## src/rtl/sdram_arbiter_n.sv

```systemverilog
// sdram_arbiter_n
//   N-channel request arbiter in front of the SDRAM controller. Each client
//   channel raises an edge-triggered request; the arbiter latches it, picks a
//   winner when the controller is idle (fixed priority, channel 0 highest,
//   with aging so a channel that keeps losing is eventually promoted), issues
//   one registered command and returns a one-cycle DONE pulse with the read
//   data captured per channel. A ROM-download write path bypasses arbitration.
//
// Ports
//   CLK, nRESET                 clock, synchronous active-low reset
//   CH_REQ/WE/BURST             per-channel request edge, write flag, burst flag
//   CH_ADDR/DIN/BS              per-channel address, write data, byte strobes
//   CH_DOUT/DONE/PEND           per-channel read data, completion, busy status
//   SDRAM_RD/WR/BURST           controller command
//   SDRAM_ADDR/DIN/BS           controller command payload
//   SDRAM_DOUT, SDRAM_READY     controller read data and idle flag
//   DL_EN/WR/ADDR/DATA          ROM download bypass
module sdram_arbiter_n #(
  parameter int NCH     = 4,
  parameter int AW      = 26,
  parameter int RDW     = 64,
  parameter int AGE_MAX = 8
) (
  input  logic                 CLK,
  input  logic                 nRESET,
  input  logic [NCH-1:0]       CH_REQ,
  input  logic [NCH-1:0]       CH_WE,
  input  logic [NCH-1:0]       CH_BURST,
  input  logic [NCH*AW-1:0]    CH_ADDR,
  input  logic [NCH*16-1:0]    CH_DIN,
  input  logic [NCH*2-1:0]     CH_BS,
  output logic [NCH*RDW-1:0]   CH_DOUT,
  output logic [NCH-1:0]       CH_DONE,
  output logic [NCH-1:0]       CH_PEND,
  output logic                 SDRAM_RD,
  output logic                 SDRAM_WR,
  output logic                 SDRAM_BURST,
  output logic [AW-1:0]        SDRAM_ADDR,
  output logic [15:0]          SDRAM_DIN,
  output logic [1:0]           SDRAM_BS,
  input  logic [RDW-1:0]       SDRAM_DOUT,
  input  logic                 SDRAM_READY,
  input  logic                 DL_EN,
  input  logic                 DL_WR,
  input  logic [AW-1:0]        DL_ADDR,
  input  logic [15:0]          DL_DATA
);

  localparam logic [1:0] ST_IDLE = 2'd0;
  localparam logic [1:0] ST_CMD  = 2'd1;
  localparam logic [1:0] ST_BUSY = 2'd2;

  localparam int CW   = (NCH > 1) ? $clog2(NCH) : 1;
  localparam int AGEW = (AGE_MAX > 0) ? $clog2(AGE_MAX + 1) : 1;
  localparam logic [AGEW-1:0] AGE_LIM = AGEW'(AGE_MAX);

  logic [1:0]      state;
  logic            old_ready;
  logic [NCH-1:0]  req_d;
  logic [NCH-1:0]  pend;
  logic            run_vld;
  logic [CW-1:0]   run_ch;
  logic            run_we;
  logic [AGEW-1:0] age     [NCH];
  logic [AGEW-1:0] age_nxt [NCH];

  logic [NCH-1:0]  req_edge;
  logic [NCH-1:0]  pend_now;
  logic [NCH-1:0]  pend_nxt;
  logic [NCH-1:0]  run_mask;
  logic [NCH-1:0]  cand;
  logic [CW-1:0]   win_base;
  logic [CW-1:0]   win_aged;
  logic            any_aged;
  logic [CW-1:0]   win;
  logic            arb_en;
  logic            grant;
  logic            comp;
  logic            dl_load;

  // Saturating age counter step.
  function automatic logic [AGEW-1:0] age_inc(input logic [AGEW-1:0] a);
    return (a == AGE_LIM) ? a : a + 1'b1;
  endfunction

  // Clients that drive no strobes mean a full-word access.
  function automatic logic [1:0] bs_norm(input logic [1:0] bs);
    return (bs == 2'b00) ? 2'b11 : bs;
  endfunction

  // A fresh edge is usable in the cycle it arrives, so the candidate set
  // looks at the edge directly instead of waiting for pend to register it.
  assign req_edge = CH_REQ & ~req_d;
  assign pend_now = pend | req_edge;
  assign dl_load  = DL_EN & DL_WR;
  assign arb_en   = (state == ST_IDLE) && SDRAM_READY && !DL_EN && nRESET;
  assign comp     = (state == ST_IDLE) && run_vld && nRESET;

  always_comb begin
    run_mask = '0;
    if (run_vld) run_mask[run_ch] = 1'b1;
  end

  assign cand    = pend_now & ~run_mask;
  assign grant   = arb_en && (|cand);
  assign CH_PEND = pend | run_mask;

  // Scan from the top down so the lowest index ends up selected.
  always_comb begin
    win_base = '0;
    win_aged = '0;
    any_aged = 1'b0;
    for (int i = NCH - 1; i >= 0; i--) begin
      if (cand[i]) win_base = CW'(i);
      if (cand[i] && (AGE_MAX != 0) && (age[i] == AGE_LIM)) begin
        win_aged = CW'(i);
        any_aged = 1'b1;
      end
    end
    win = any_aged ? win_aged : win_base;
  end

  always_comb begin
    pend_nxt = pend_now;
    if (comp) pend_nxt[run_ch] = 1'b0;
  end

  always_comb begin
    for (int i = 0; i < NCH; i++) begin
      age_nxt[i] = age[i];
      if (grant && cand[i]) age_nxt[i] = (CW'(i) == win) ? '0 : age_inc(age[i]);
      if (!pend_now[i]) age_nxt[i] = '0;
    end
  end

  // Command FSM. A reset during a download keeps a download write alive.
  always_ff @(posedge CLK) begin
    old_ready <= SDRAM_READY;
    if (!nRESET && !DL_EN) begin
      state    <= ST_IDLE;
      SDRAM_RD <= 1'b0;
      SDRAM_WR <= 1'b0;
    end else if (dl_load) begin
      state    <= ST_CMD;
      SDRAM_RD <= 1'b0;
      SDRAM_WR <= 1'b1;
    end else if (grant) begin
      state    <= ST_CMD;
      SDRAM_RD <= ~CH_WE[win];
      SDRAM_WR <= CH_WE[win];
    end else begin
      case (state)
        ST_IDLE: ;
        ST_CMD: begin
          // The controller acknowledges by dropping READY.
          if (old_ready && !SDRAM_READY) begin
            SDRAM_RD <= 1'b0;
            SDRAM_WR <= 1'b0;
            state    <= ST_BUSY;
          end
        end
        ST_BUSY: if (SDRAM_READY) state <= ST_IDLE;
        default: state <= ST_IDLE;
      endcase
    end
  end

  // Channel bookkeeping: request latch, aging, completion and read capture.
  always_ff @(posedge CLK) begin
    if (!nRESET) begin
      req_d       <= CH_REQ;
      pend        <= '0;
      run_vld     <= 1'b0;
      run_ch      <= '0;
      run_we      <= 1'b0;
      CH_DONE     <= '0;
      CH_DOUT     <= '0;
      SDRAM_BURST <= 1'b0;
      SDRAM_BS    <= 2'b11;
      for (int i = 0; i < NCH; i++) age[i] <= '0;
    end else begin
      req_d   <= CH_REQ;
      pend    <= pend_nxt;
      CH_DONE <= '0;
      for (int i = 0; i < NCH; i++) age[i] <= age_nxt[i];
      if (comp) begin
        CH_DONE[run_ch] <= 1'b1;
        if (!run_we) CH_DOUT[int'(run_ch)*RDW +: RDW] <= SDRAM_DOUT;
      end
      if (grant) begin
        run_vld <= 1'b1;
        run_ch  <= win;
        run_we  <= CH_WE[win];
      end else if (comp) begin
        run_vld <= 1'b0;
      end
      if (dl_load) begin
        SDRAM_BURST <= 1'b0;
        SDRAM_BS    <= 2'b11;
      end else if (grant) begin
        SDRAM_BURST <= CH_BURST[win] & ~CH_WE[win];
        SDRAM_BS    <= bs_norm(CH_BS[int'(win)*2 +: 2]);
      end
    end
  end

  // Command payload: pure data, loaded on download write or grant.
  always_ff @(posedge CLK) begin
    if (dl_load) begin
      SDRAM_ADDR <= DL_ADDR;
      SDRAM_DIN  <= DL_DATA;
    end else if (grant) begin
      SDRAM_ADDR <= CH_ADDR[int'(win)*AW +: AW];
      SDRAM_DIN  <= CH_DIN[int'(win)*16 +: 16];
    end
  end

endmodule

```

## config.mk

```make
export PLATFORM = sky130hd
export DESIGN_NAME = sdram_arbiter_n
export DESIGN_NICKNAME = d
export VERILOG_FILES = /design/src/rtl/sdram_arbiter_n.sv
export SDC_FILE = /design/constraint.sdc
export NUM_CORES = 1
export LEC_CHECK = 0
export ABC_CLOCK_PERIOD_IN_PS = 6410
export BUFFER_PORTS_ARGS = -buffer_cell sky130_fd_sc_hd__buf_2
export CORE_AREA = 10 10 231 233
export CTS_BUF_LIST = sky130_fd_sc_hd__clkbuf_16
export CTS_CLUSTER_SIZE = 12
export DETAILED_ROUTE_END_ITERATION = 10
export DIE_AREA = 0 0 241 243
export PLACE_DENSITY = 0.54
export SETUP_SLACK_MARGIN = 0.3
export SLEW_MARGIN = 20
export SYNTH_ARGS = -nofsm -noshare
export SYNTH_HDL_FRONTEND = slang
export SYNTH_SLANG_ARGS = --single-unit
```

## constraint.sdc

```tcl
create_clock -name CLK -period 6.41 [get_ports CLK]
set_input_delay 1.282 -clock CLK [delete_from_list [all_inputs] [get_ports CLK]]
set_output_delay 1.282 -clock CLK [all_outputs]
set_load 0.02 [all_outputs]
```

---- After elaboration in Yosys (flattened, before gate mapping) ----
Memories as Yosys holds them, arrays and structs flattened.
Index checks and enable logic that the tools add are counted.
word-level totals
  register bits after elaboration ......... 322
  RAM bits ................................ 16
  input bits .............................. 299
  output and inout bits ................... 311
  word-level logic and storage cells ...... 163
  memories kept ........................... 1
memories
  memory  depth  width  rd ports  clocked after memory_dff  write ports  line  source
  age     4      4      4         0                         4            64    logic [AGEW-1:0] age [NCH];
operators by class
  add/sub/neg operators ................... 5
  multipliers ............................. 1
  order comparisons ....................... 3
  equality and inequality tests ........... 14
  shift operators ......................... 5
  mux-type cells .......................... 61
  bitwise operators ....................... 18
  reductions and logical operators ........ 39
operators by type and width
  operator                   number
  $bwmux 256                 1
  $shift 64x33->256 const A  1
  $shiftx 64x33->256         1
  $shiftx 104x8->26          1
  $mux 4                     22
  $shiftx 64x7->16           1
  $mux 26                    2
  $neg 8->33                 1
  $mux 16                    2
  $mux 2                     12
  $mux 1                     18
  $logic_and 1x1->1          17
  $add 4x1->4 const B        4
  $eq 4x4->1 const B         4
  $and 4x4->4                3
  $not 4->4                  3
  $ne 4x4->1 const B         2
  $or 4x4->4                 2
  $reduce_and 2->1           4
  $reduce_bool 2->1          4
  $shiftx 8x4->2             1
  $logic_not 2->1            3
  $lt 2x3->1 const B         2
  $mul 2x4->6 const B        1
  other kinds (19)           34

---- Depth between registers and ports, before layout ----
Gate-level depths: netlist of the first run.
  depth after elaboration ................. 18
  mapped depth ............................ 11
  gate-level depth less buffers ........... 9

---- Worst setup path after synthesis of the first run ----
No wires, ideal clock.
  kind .................................... input to register
  from .................................... input CH_REQ[3]
  to ...................................... register state[1]
  library setup time ...................... 0.107 ns
  arrival time ............................ 3.540 ns
  data required time ...................... 6.303 ns
  setup slack ............................. 2.763 ns
  stages on the path ...................... 6
  path buffers ............................ 0
  cells stage by stage .................... and2b_1 > o21ai_1 > nand2_1 > o31ai_2 > nand2_1 > a211oi_1
between the ends
  cells in the longest elaborated chain, start to end .. 6
ends and longest elaborated chain
  item                       line  source
  start, declared            26    input logic [NCH-1:0] CH_REQ,
  $and 4x4->4                93    assign req_edge = CH_REQ & ~req_d;
  $or 4x4->4                 94    assign pend_now = pend | req_edge;
  $and 4x4->4                104   assign cand = pend_now & ~run_mask;
  $reduce_or 4->1            105   assign grant = arb_en && (|cand);
  $logic_and 1x1->1          105
  $reduce_or 3->1 (no line)  n/a
  end signal, assigned       140   state <= ST_IDLE;
  end signal, assigned       144   state <= ST_CMD;
  end signal, assigned       148   state <= ST_CMD;
  end, declared              57    logic [1:0] state;
Every way passes these cells.
A chain may end at the register's enable or synchronous reset.

---- Final worst setup path of the first run ----
  from .................................... input nRESET
  to ...................................... register CH_DOUT[3]
between the ends
  cells in the longest elaborated chain, start to end .. 2
ends and longest elaborated chain
  item                           line  source
  start, declared                25    input logic nRESET,
  $logic_and 1x1->1              97    assign comp = (state == ST_IDLE) && run_vld && nRESET;
  $reduce_and 2->1 (no line)     n/a
  end signal, assigned           177   CH_DOUT <= '0;
  end signal, assigned by index  188   if (!run_we) CH_DOUT[int'(run_ch)*RDW +: RDW] <= SDRAM_DOUT;
  end, declared                  32    output logic [NCH*RDW-1:0] CH_DOUT,
Several ways; a longest one is shown, not always the timed one.

==> flow_metrics.tcl, run 1 <==
set metrics [dict create \
    outcome "finished, final reports clean" \
    worst-r2r-cell-count 10 \
    fraction_of_synthesized_area_in_multiplexers_pct 0 \
    fillerInstances 5068 \
    cp.arrival_ps 4210 \
    worstSkewPairLatency_ps 570 \
    grt_first_pass_wirelength_um 102300 \
    finish.net_count 2653 \
    cts_hold_buffers 0 \
    initial_core_util_pct 30.94 \
    clock-root-buffer "clkbuf_16" \
    yosys.area_share.adder_pct 0.9977 \
    synth-edff-count 42 \
    die_width_um 241 \
    fin_crit_sh_pct 58.12 \
    clock-sinks 338 \
    clock_slew_at_reported_path_ffs_ps 60 \
    holdPathStages 2 \
    cts_max_path_buffers 3 \
    post-synth-top-area-fraction_pct 39.37 \
    rows 81 \
    synth_simple_gate_area_share_pct 27.00 \
    clock_power_share_pct 46.0 \
    synth_area_leaders "dfxtp_1 39%, nand2_1 12%, nand3_1 8.7%" \
    max-vdd-ir-drop_uv 196.8 \
    swShare_pct 26.22 \
    drv_slew 0 \
    post_synth_most_frequent_cells "499 x nand2_1, 296 x dfxtp_1, 261 x nand3_1" \
    synth_async_reset_ratio_pct 0 \
    ctsHtreeMaxLevel 2 \
    switching_power_uw 1386 \
    postCtsResizedCells 0 \
    postRouteWirelength_um 70760 \
    ys_dominant_reg_cell "dfxtp_1" \
    dp.final_hpwl_um 52220 \
    pwr-share-comb_pct 11.9 \
    yosysWarnings 0 \
    die_y_um 243 \
    clock_tree_from_tritoncts "done" \
    timing.hold.worst.start "CH_DOUT[26]" \
    critical_path.endpoint_type "flop" \
    synthToLayoutAreaGrowth_pct 32.33 \
    cp_data_required_time_ps 6890 \
    finalClockSkew_ps 30.35 \
    worst_slew_pin_slew_ps 1063 \
    portBuffers 609 \
    drt_iter0_markers 1065 \
    syn_area_sq_um 15050 \
    core_sq_um 48650 \
    synth-compound-area-share_pct 19.52 \
    top_level_ports 610 \
    leakagePower_uw 0.008597 \
    critical_path_peak_fanout 104 \
    detail_route.drc_violations 0 \
    yosys.cell_count.top_type "nand2_1" \
    avg_cell_area_syn_sq_um 8.264 \
    report.final.hold_viol_count 0 \
    regToRegEndpoint "SDRAM_DIN[5]" \
    finalHoldWorstSlack_ps 448.1 \
    timing.slew.headroom_pct 29.14 \
    p_seq_share_pct 42.1 \
    grt_overflow 0 \
    unrepaired_setup_endpoints_after_global_routing "no" \
    critical_path.startpoint_type "primary input" \
    setup_viol_count_final 0 \
    critical_path_class "in -> reg" \
    post_route_cells_drive_above_1_share_pct 30.40 \
    critical_path.reg2reg.startpoint "run_ch[0]" \
    vias_per_cell 5.135 \
    powerDensity_nw_per_um2 265.3 \
    worst_hold_path_type "reg -> reg" \
    layout_utilization_pct 40.94 \
    totalNegativeSetupSlack_ps 0 \
    dr_total_vias 15419 \
    synth_xor_xnor_area_share_pct 0 \
    achievable-frequency_mhz 268.4 \
    die_area_sq_um 58560 \
    cts_buffers 42 \
    synth_top_family_by_area "simple AND/OR/NAND/NOR gates" \
    worstHoldEndpoint "CH_DOUT[26]" \
    detail-route-antenna-nets 0 \
    power.total_uw 5284 \
    gr-usage-all-layers_pct 22.83 \
    shortest_clock_period_the_worst_path_allows_after_layout_ps 3726 \
    syn_inst 1821 \
    drt_first_pass_iters 7 \
    yosys.cell_types.count 47 \
    via_count_of_the_first_global_routing_pass 15400 \
    finalWorstSetupSlack_ps 2684 \
    timing.max_cap.violations 0 \
    antenna_found_initial 16 \
    power.internal_uw 3899 \
    cts_setup_buffers 0 \
    route.detailed.wl_per_inst_um 23.56 \
    synthesis.nets 2132 \
    synth_seq_area_share_pct 47.76 \
    reg_to_reg_slack_setup_ps 2860 \
    ys_ff_latch 338 \
    finalWeightedCongestion 0.9315 \
    preCtsSetupSlack_ps 2108 \
    largest_net_degree_at_the_start_of_global_routing 105 \
    synth_top_area_cell "dfxtp_1" \
]
## cell usage in the layout, fill, tap and decap left out, types with 6 or more instances in the layout
cell type  Yosys  layout
buf_2         38     608
nand2_1      499     498
dfxtp_1      296     296
nand3_1      261     261
a21boi_0     154     154
a21boi_1     110     110
and3_1        85      85
clkbuf_16      0      45
edfxtp_1      42      42
o31ai_1       42      42
a21oi_1       35      35
buf_4          7      24
inv_1         12      22
nor2_1        15      14
o21ai_1       13      13
ha_1          12      12
o21ai_0       10      10
clkinv_1       0       8
diode_2        0       6
o211ai_1       6       6
nand3b_1       6       6
nand2b_1      10       6
clkinv_2       0       6
## per-layer routing
metal / share of wire [%] / global-route usage (%)
met5: 0.12 / 0
met4: 2.9 / 8.082
met3: 9.9 / 7.819
met2: 49 / 39.24
met1: 38 / 25.65
## cell type report
cell class	count	area [sq um]	area share (%)
diodes	6	15.01	0.07539
clock buffers	45	1126	5.654
clock inverters	32	280.3	1.407
inverters	12	45.04	0.2262
multi-input cells	1315	7249	36.40
flip-flops and latches	338	7187	36.09
well taps	622	778.2	3.908
repair buffers	633	3234	16.24
## state kept, by name (all words and copies together), names as in the netlist, 2 cells and up
register and cells:
SDRAM_DIN 16, run_ch 2, CH_DOUT 256, SDRAM_BS 2
SDRAM_ADDR 26, state 2, CH_DONE 4, age 16
pend 4, req_d 4
## stage by stage
step / instances / instance area [sq um]
after floorplan: 1821 / 15050
after global placement: 2920 / 18490
after detailed placement: 2920 / 18490
after CTS: 2997 / 19900
after global routing: 3002 / 19910
final: 3003 / 19920
## how the worst max path moves through the flow
stage	startpoint	end	slack [ps]
2_1_floorplan	CH_REQ[3]	state[1]	2760
4_1_cts	nRESET	CH_DOUT[3]	2680
3_3_place_gp	nRESET	CH_DOUT[7]	2190
6_report	nRESET	CH_DOUT[3]	2680
5_1_grt	nRESET	CH_DOUT[3]	2420
3_5_place_dp	nRESET	CH_DOUT[3]	2110
## power by group through the flow
stage | clock [uW] | sequential, uW | combinational (uW)
final | 2430 | 2220 | 629
after floorplan | 0 | 2310 | 301
after detailed placement | 0 | 2270 | 634
after global placement | 0 | 2270 | 628
after CTS | 2480 | 2220 | 638
after global routing | 2560 | 2230 | 681
## worst max-delay path, stage by stage
cell and delay (ps):
buf_6 470, nand2_1 140, nor3_1 300, and2_1 260, nor2b_4 860, buf_4 470
nand3_1 130, a21boi_0 210
## kinds of logic (layout without fill, tap and decap cells)
family | Yosys count | after routing
compound gates | 400 | 400
fa+ha+maj | 12 | 12
buf+inv | 168 | 722
flops | 338 | 338
other cells | 0 | 6
simple gates | 903 | 903
(Power assumes the default switching activity.)
==> inputs of run 2 (changes only) <==
- ABC_AREA: unset -> 1
- ABC_CLOCK_PERIOD_IN_PS: 6410 -> 3300
- CORE_AREA: 10 10 231 233 -> 10 10 229 231
- DIE_AREA: 0 0 241 243 -> 0 0 239 241
- PLACE_DENSITY: 0.54 -> 0.56
- clock period: 6.41 -> 3.3 ns (I/O delays scaled with it)
==> flow_metrics.tcl, run 2 <==
set metrics [dict create \
    setup_viol_count_final 0 \
    pwr-share-comb_pct 13.6 \
    power.total_uw 10130 \
    cts_max_path_buffers 3 \
    fraction_of_synthesized_area_in_multiplexers_pct 0.06835 \
    fin_crit_sh_pct 85.16 \
    synth_xor_xnor_area_share_pct 0.2392 \
    totalNegativeSetupSlack_ps 0 \
    clock_power_share_pct 43.5 \
    swShare_pct 28.43 \
    die_width_um 239 \
    syn_area_sq_um 14650 \
    powerDensity_nw_per_um2 521.0 \
    shortest_clock_period_the_worst_path_allows_after_layout_ps 2810 \
    synth_top_family_by_area "simple AND/OR/NAND/NOR gates" \
    worstSkewPairLatency_ps 570 \
    clock_slew_at_reported_path_ffs_ps 60 \
    timing.slew.headroom_pct 36.26 \
    clock_tree_from_tritoncts "done" \
    syn_inst 1862 \
    clock-root-buffer "clkbuf_16" \
    synth_top_area_cell "dfxtp_1" \
    synthToLayoutAreaGrowth_pct 32.76 \
    die_y_um 241 \
    top_level_ports 610 \
    synth_area_leaders "dfxtp_1 40%, nand2_1 14%, a21oi_1 9.1%" \
    worst_path_most_repeated_cell "nand2_1" \
    largest_register "CH_DOUT" \
    synthesis.nets 2173 \
    cts_buffers 41 \
    detail_route.drc_violations 0 \
    largest_registers "CH_DOUT x256, SDRAM_ADDR x26" \
    outcome "finished, final reports clean" \
    yosys.cell_count.top_type "nand2_1" \
    yosys.area_share.adder_pct 1.025 \
    crit_path_cell_trace "inv_1 > ha_1 > nand2_2 > nand2_1 > nand2_1 > nand3_2 > nand2_2 > nand2_4 > nor2_4 > buf_4 > a22oi_1 > nand2_1 > nand2_1 > nand2_1" \
    synth_simple_gate_area_share_pct 30.41 \
    fillerInstances 4921 \
    cts_hold_buffers 0 \
    core_sq_um 47550 \
    unrepaired_setup_endpoints_after_global_routing "yes" \
    grt_overflow 0 \
    synth_async_reset_ratio_pct 0 \
    critical_path.endpoint_type "flop" \
    drt_iter0_markers 1362 \
    critical-path-max-stage-delay_ps 510 \
    drt_first_pass_iters 5 \
    number_of_flip_flops_under_the_largest_register_name 256 \
    via_count_of_the_first_global_routing_pass 15804 \
    gr-usage-all-layers_pct 23.64 \
    die_area_sq_um 57600 \
    power.internal_uw 7250 \
    grt_first_pass_wirelength_um 103800 \
    achievable-frequency_mhz 355.8 \
    critical_path_class "reg -> reg" \
    synth_seq_area_share_pct 49.07 \
    finalClockSkew_ps 22.88 \
    ys_ff_latch 338 \
    worst_hold_path_type "in -> reg" \
    critical_path.startpoint_type "flop" \
    mostFrequentLayoutCells "609 x buf_2, 529 x nand2_1, 296 x dfxtp_1" \
    yosysWarnings 0 \
    dr_total_vias 15893 \
    rows 80 \
    timing.critical_path.slowest_stage_cell "nor2_4" \
    critical_path_peak_fanout 22 \
    switching_power_uw 2880 \
    vias_per_cell 5.202 \
    report.final.hold_viol_count 0 \
    cp_data_required_time_ps 3730 \
    yosys.cell_types.count 43 \
    worst_slew_pin_slew_ps 953.8 \
    finalWeightedCongestion 1.022 \
    leakagePower_uw 0.008653 \
    ctsHtreeMaxLevel 2 \
    route.detailed.wl_per_inst_um 23.78 \
    max-vdd-ir-drop_uv 411.0 \
    antenna_found_initial 10 \
    p_seq_share_pct 42.9 \
    postCtsResizedCells 0 \
    drv_slew 0 \
    post_route_cells_drive_above_1_share_pct 31.83 \
    timing.max_cap.violations 0 \
    finish.net_count 2717 \
    synth-edff-count 42 \
    cts_setup_buffers 0 \
    avg_cell_area_syn_sq_um 7.865 \
    synth-compound-area-share_pct 12.76 \
    portBuffers 609 \
    ys_dominant_reg_cell "dfxtp_1" \
    post_synth_most_frequent_cells "530 x nand2_1, 296 x dfxtp_1, 266 x a21oi_1" \
    dp.final_hpwl_um 53940 \
    initial_core_util_pct 30.80 \
    largest_net_degree_at_the_start_of_global_routing 173 \
    clock-sinks 338 \
    cp.arrival_ps 3240 \
    leading_cell_type_in_the_layout_fill_and_taps_excluded "buf_2" \
    postRouteWirelength_um 72640 \
    detail-route-antenna-nets 0 \
    post-synth-top-area-fraction_pct 40.46 \
]
==> run 2: cell count changes in the layout (fill, tap and decap cells not counted), moves of 14 or more <==
cell	delta
and3_1	-84
o31ai_1	-42
nand4_1	+147
nand2_1	+31
nor2_1	+83
a21boi_0	-154
a22oi_1	+15
nand3_1	-169
a21oi_1	+231
inv_1	+24
nor3_1	+63
a22oi_2	+14
a21boi_1	-110
==> run 2: cells by family after synthesis <==
logic type / count (synthesis)
and+or+nand+nor: 978
DFF: 338
AOI/OAI and AO/OA: 329
buffers and inverters: 200
adders and majority gates: 12
xor gates and xnor gates: 4
muxes: 1
==> run 2: routing by layer <==
metal,up-vias,GRT usage (%),wire [um]
met5,-,0,47
met4,8,9.184,2781
met3,117,9.787,8315
met2,740,41.80,36000
met1,7581,24.61,25490
li1,7447,-,-
==> run 2: power groups by stage <==
stage	logic, uW	clock network [uW]	registers (uW)
floorplan	668	0	4510
global placement	1350	0	4440
detailed placement	1380	0	4440
CTS	1380	4500	4350
global route	1480	4670	4350
finish	1370	4410	4350
==> run 2: worst max-delay path: cells and delay by family (launching register included) <==
| kind | cells | cell delay [ps] |
|---|---|---|
| compound gates | 1 | 140 |
| buf+inv | 2 | 460 |
| flops | 1 | 410 |
| simple gates | 10 | 1410 |
| fa+ha+maj | 1 | 240 |
==> run 2: metrics by stage <==
step / hold WS [ps] / instance area, sq um / util, % / setup WS (ps) / instances
final: 218.0 / 19440 / 40.89 / 489.7 / 3055
after global routing: 190.5 / 19440 / 40.88 / 293.4 / 3053
after CTS: 182.9 / 19430 / 40.87 / 405.6 / 3052
after detailed placement: 452.1 / 18130 / 38.13 / 405.5 / 2977
after global placement: 449.9 / 18110 / 38.08 / 213.9 / 2976
after floorplan: 460.3 / 14650 / - / 669.5 / 1862
==> run 2: final timing paths <==
kind | from | to | slack [ps] | depth (start not counted)
worst min register to register | CH_DOUT[222] | CH_DOUT[222] | 460 | 2
worst max register to register | run_ch[0] | SDRAM_DIN[11] | 490 | 14
worst min-delay path | CH_REQ[3] | req_d[3] | 220 | 1
worst max-delay path | run_ch[0] | SDRAM_DIN[11] | 490 | 14
==> run 2: layout make-up <==
cell class              count  area, sq um  share of cell area (%)
clock buffers              43         1076                   5.534
inverters                  55        214.0                   1.100
repair buffers            645         3393                   17.45
clock inverters            32        227.7                   1.171
multi-input cells        1325         6571                   33.80
flip-flops and latches    338         7187                   36.96
diodes                      2        5.005                 0.02574
well taps                 615        769.5                   3.958
==> inputs of run 3 (changes only) <==
- REMOVE_ABC_BUFFERS: unset -> 1
==> flow_metrics.tcl, run 3 (synthesized netlist as in run 2, its figures left out) <==
set metrics [dict create \
    worst-r2r-cell-count 14 \
    synthToLayoutAreaGrowth_pct 33.68 \
    worst_hold_path_type "in -> reg" \
    rows 80 \
    largest_net_degree_at_the_start_of_global_routing 184 \
    die_area_sq_um 57600 \
    largest_registers "CH_DOUT x256, SDRAM_ADDR x26" \
    mostFrequentLayoutCells "609 x buf_2, 529 x nand2_1, 296 x dfxtp_1" \
    critical_path.startpoint_type "flop" \
    drt_first_pass_iters 5 \
    timing.slew.headroom_pct 33.73 \
    gr-usage-all-layers_pct 23.45 \
    report.final.hold_viol_count 0 \
    timing.hold.worst.start "CH_REQ[3]" \
    postCtsResizedCells 0 \
    post_route_cells_drive_above_1_share_pct 31.66 \
    outcome "finished, final reports clean" \
    top_level_ports 610 \
    finalWeightedCongestion 1.061 \
    setup_viol_count_final 0 \
    die_width_um 239 \
    powerDensity_nw_per_um2 530.7 \
    grt_first_pass_wirelength_um 103500 \
    leading_cell_type_in_the_layout_fill_and_taps_excluded "buf_2" \
    leakagePower_uw 0.008697 \
    shortest_clock_period_the_worst_path_allows_after_layout_ps 2763 \
    route.detailed.wl_per_inst_um 23.40 \
    die_y_um 241 \
    totalNegativeSetupSlack_ps 0 \
    via_count_of_the_first_global_routing_pass 15658 \
    cp_data_required_time_ps 3730 \
    critical_path.endpoint_type "flop" \
    fin_crit_sh_pct 83.74 \
    cts_setup_buffers 0 \
    worstSkewPairLatency_ps 560 \
    postRouteWirelength_um 71440 \
    timing.max_cap.violations 0 \
    cp.arrival_ps 3190 \
    cts_buffers 40 \
    dp.final_hpwl_um 53340 \
    clock_tree_from_tritoncts "done" \
    regToRegEndpoint "SDRAM_ADDR[3]" \
    detail-route-antenna-nets 0 \
    clock-root-buffer "clkbuf_16" \
    cts_max_path_buffers 3 \
    finish.net_count 2715 \
    portBuffers 609 \
    grt_overflow 0 \
    drv_slew 0 \
    initial_core_util_pct 30.80 \
    drt_iter0_markers 1090 \
    worst_slew_pin_slew_ps 994.0 \
    dr_total_vias 15657 \
    antenna_found_initial 12 \
    achievable-frequency_mhz 361.9 \
    reg_to_reg_slack_setup_ps 540 \
    finalHoldWorstSlack_ps 216.7 \
    clock-sinks 338 \
    clock_slew_at_reported_path_ffs_ps 60 \
    detail_route.drc_violations 0 \
    holdPathStages 1 \
    number_of_flip_flops_under_the_largest_register_name 256 \
    vias_per_cell 5.128 \
    cts_hold_buffers 0 \
    critical_path_peak_fanout 19 \
    unrepaired_setup_endpoints_after_global_routing "no" \
    worstHoldEndpoint "req_d[3]" \
    finalClockSkew_ps 16.66 \
    critical_path_class "reg -> reg" \
    max-vdd-ir-drop_uv 286.8 \
    largest_register "CH_DOUT" \
    critical_path.reg2reg.startpoint "run_ch[0]" \
    core_sq_um 47550 \
    ctsHtreeMaxLevel 2 \
]
[run 3: changes by cell type in the layout (fill, tap and decap cells not counted), moves of 2 or more]
cell	before	now
inv_1	46	48
clkinv_2	9	4
clkbuf_16	43	45
bufinv_16	2	4
buf_12	6	10
inv_6	3	1
buf_4	30	26
[run 3: report_power, final]
| group | total, uW | leakage, uW | switching (uW) | internal [uW] |
|---|---|---|---|---|
| sequential | 4350 | 0.00279 | 58.0 | 4290 |
| combinational | 1370 | 0.00520 | 934 | 435 |
| clock | 4670 | 0.000706 | 1900 | 2780 |
| total | 10400 | 0.00870 | 2890 | 7500 |
[run 3: cell type report]
type                            count  area [sq um]
Antenna cell                        3         7.507
Clock buffer                       45          1126
Fill cell                        4901         27970
Tap cell                          615         769.5
Inverter                           55         214.0
Timing Repair Buffer              645          3443
Clock inverter                     28         265.3
Multi-Input combinational cell   1324          6565
Sequential cell                   338          7187
[run 3: metrics by stage]
stage,utilization (%),power (uW),area (sq um),instances,worst slack (ps)
floorplan,-,5098,13910,1717,-1612
global placement,38.19,5790,18160,2976,204.7
detailed placement,38.23,5808,18180,2977,401.6
CTS,41.16,10490,19570,3050,544.8
global route,41.17,10740,19580,3052,417.5
finish,41.18,10390,19580,3053,536.6
[run 3: worst max-delay path, cell delays in order, from the launching register on]
cell and delay [ps]:
dfxtp_1 330, buf_4 180, ha_1 220, nand2_2 110
nand3_2 150, nand2_2 160, nor2_2 60, nand2_2 160
nand2_8 130, nor2_8 280, buf_4 330, nand2_1 190
nand4_1 150, nand2_1 70, nand2_1 80
[run 3: metal layers]
metal | part of all wire [%] | wire length [um] | global-route usage [%] | vias to the layer above
li1 | - | - | - | 7444
met1 | 36 | 25970 | 24.81 | 7405
met2 | 49 | 35210 | 41.20 | 679
met3 | 10 | 7233 | 8.965 | 119
met4 | 4.1 | 2941 | 9.878 | 10
met5 | 0.11 | 78 | 0 | -
[run 3: worst max path at each step]
stage / startpoint / endpoint / slack, ps / cells past startpoint
after floorplan: run_ch[0] / CH_DOUT[100] / -1610 / 5
after global placement: CH_REQ[1] / SDRAM_DIN[2] / 200 / 13
after detailed placement: CH_REQ[0] / SDRAM_ADDR[3] / 400 / 14
after CTS: age[1][0] / SDRAM_ADDR[3] / 540 / 15
after global routing: age[1][0] / SDRAM_ADDR[3] / 420 / 15
final: run_ch[0] / SDRAM_ADDR[3] / 540 / 14
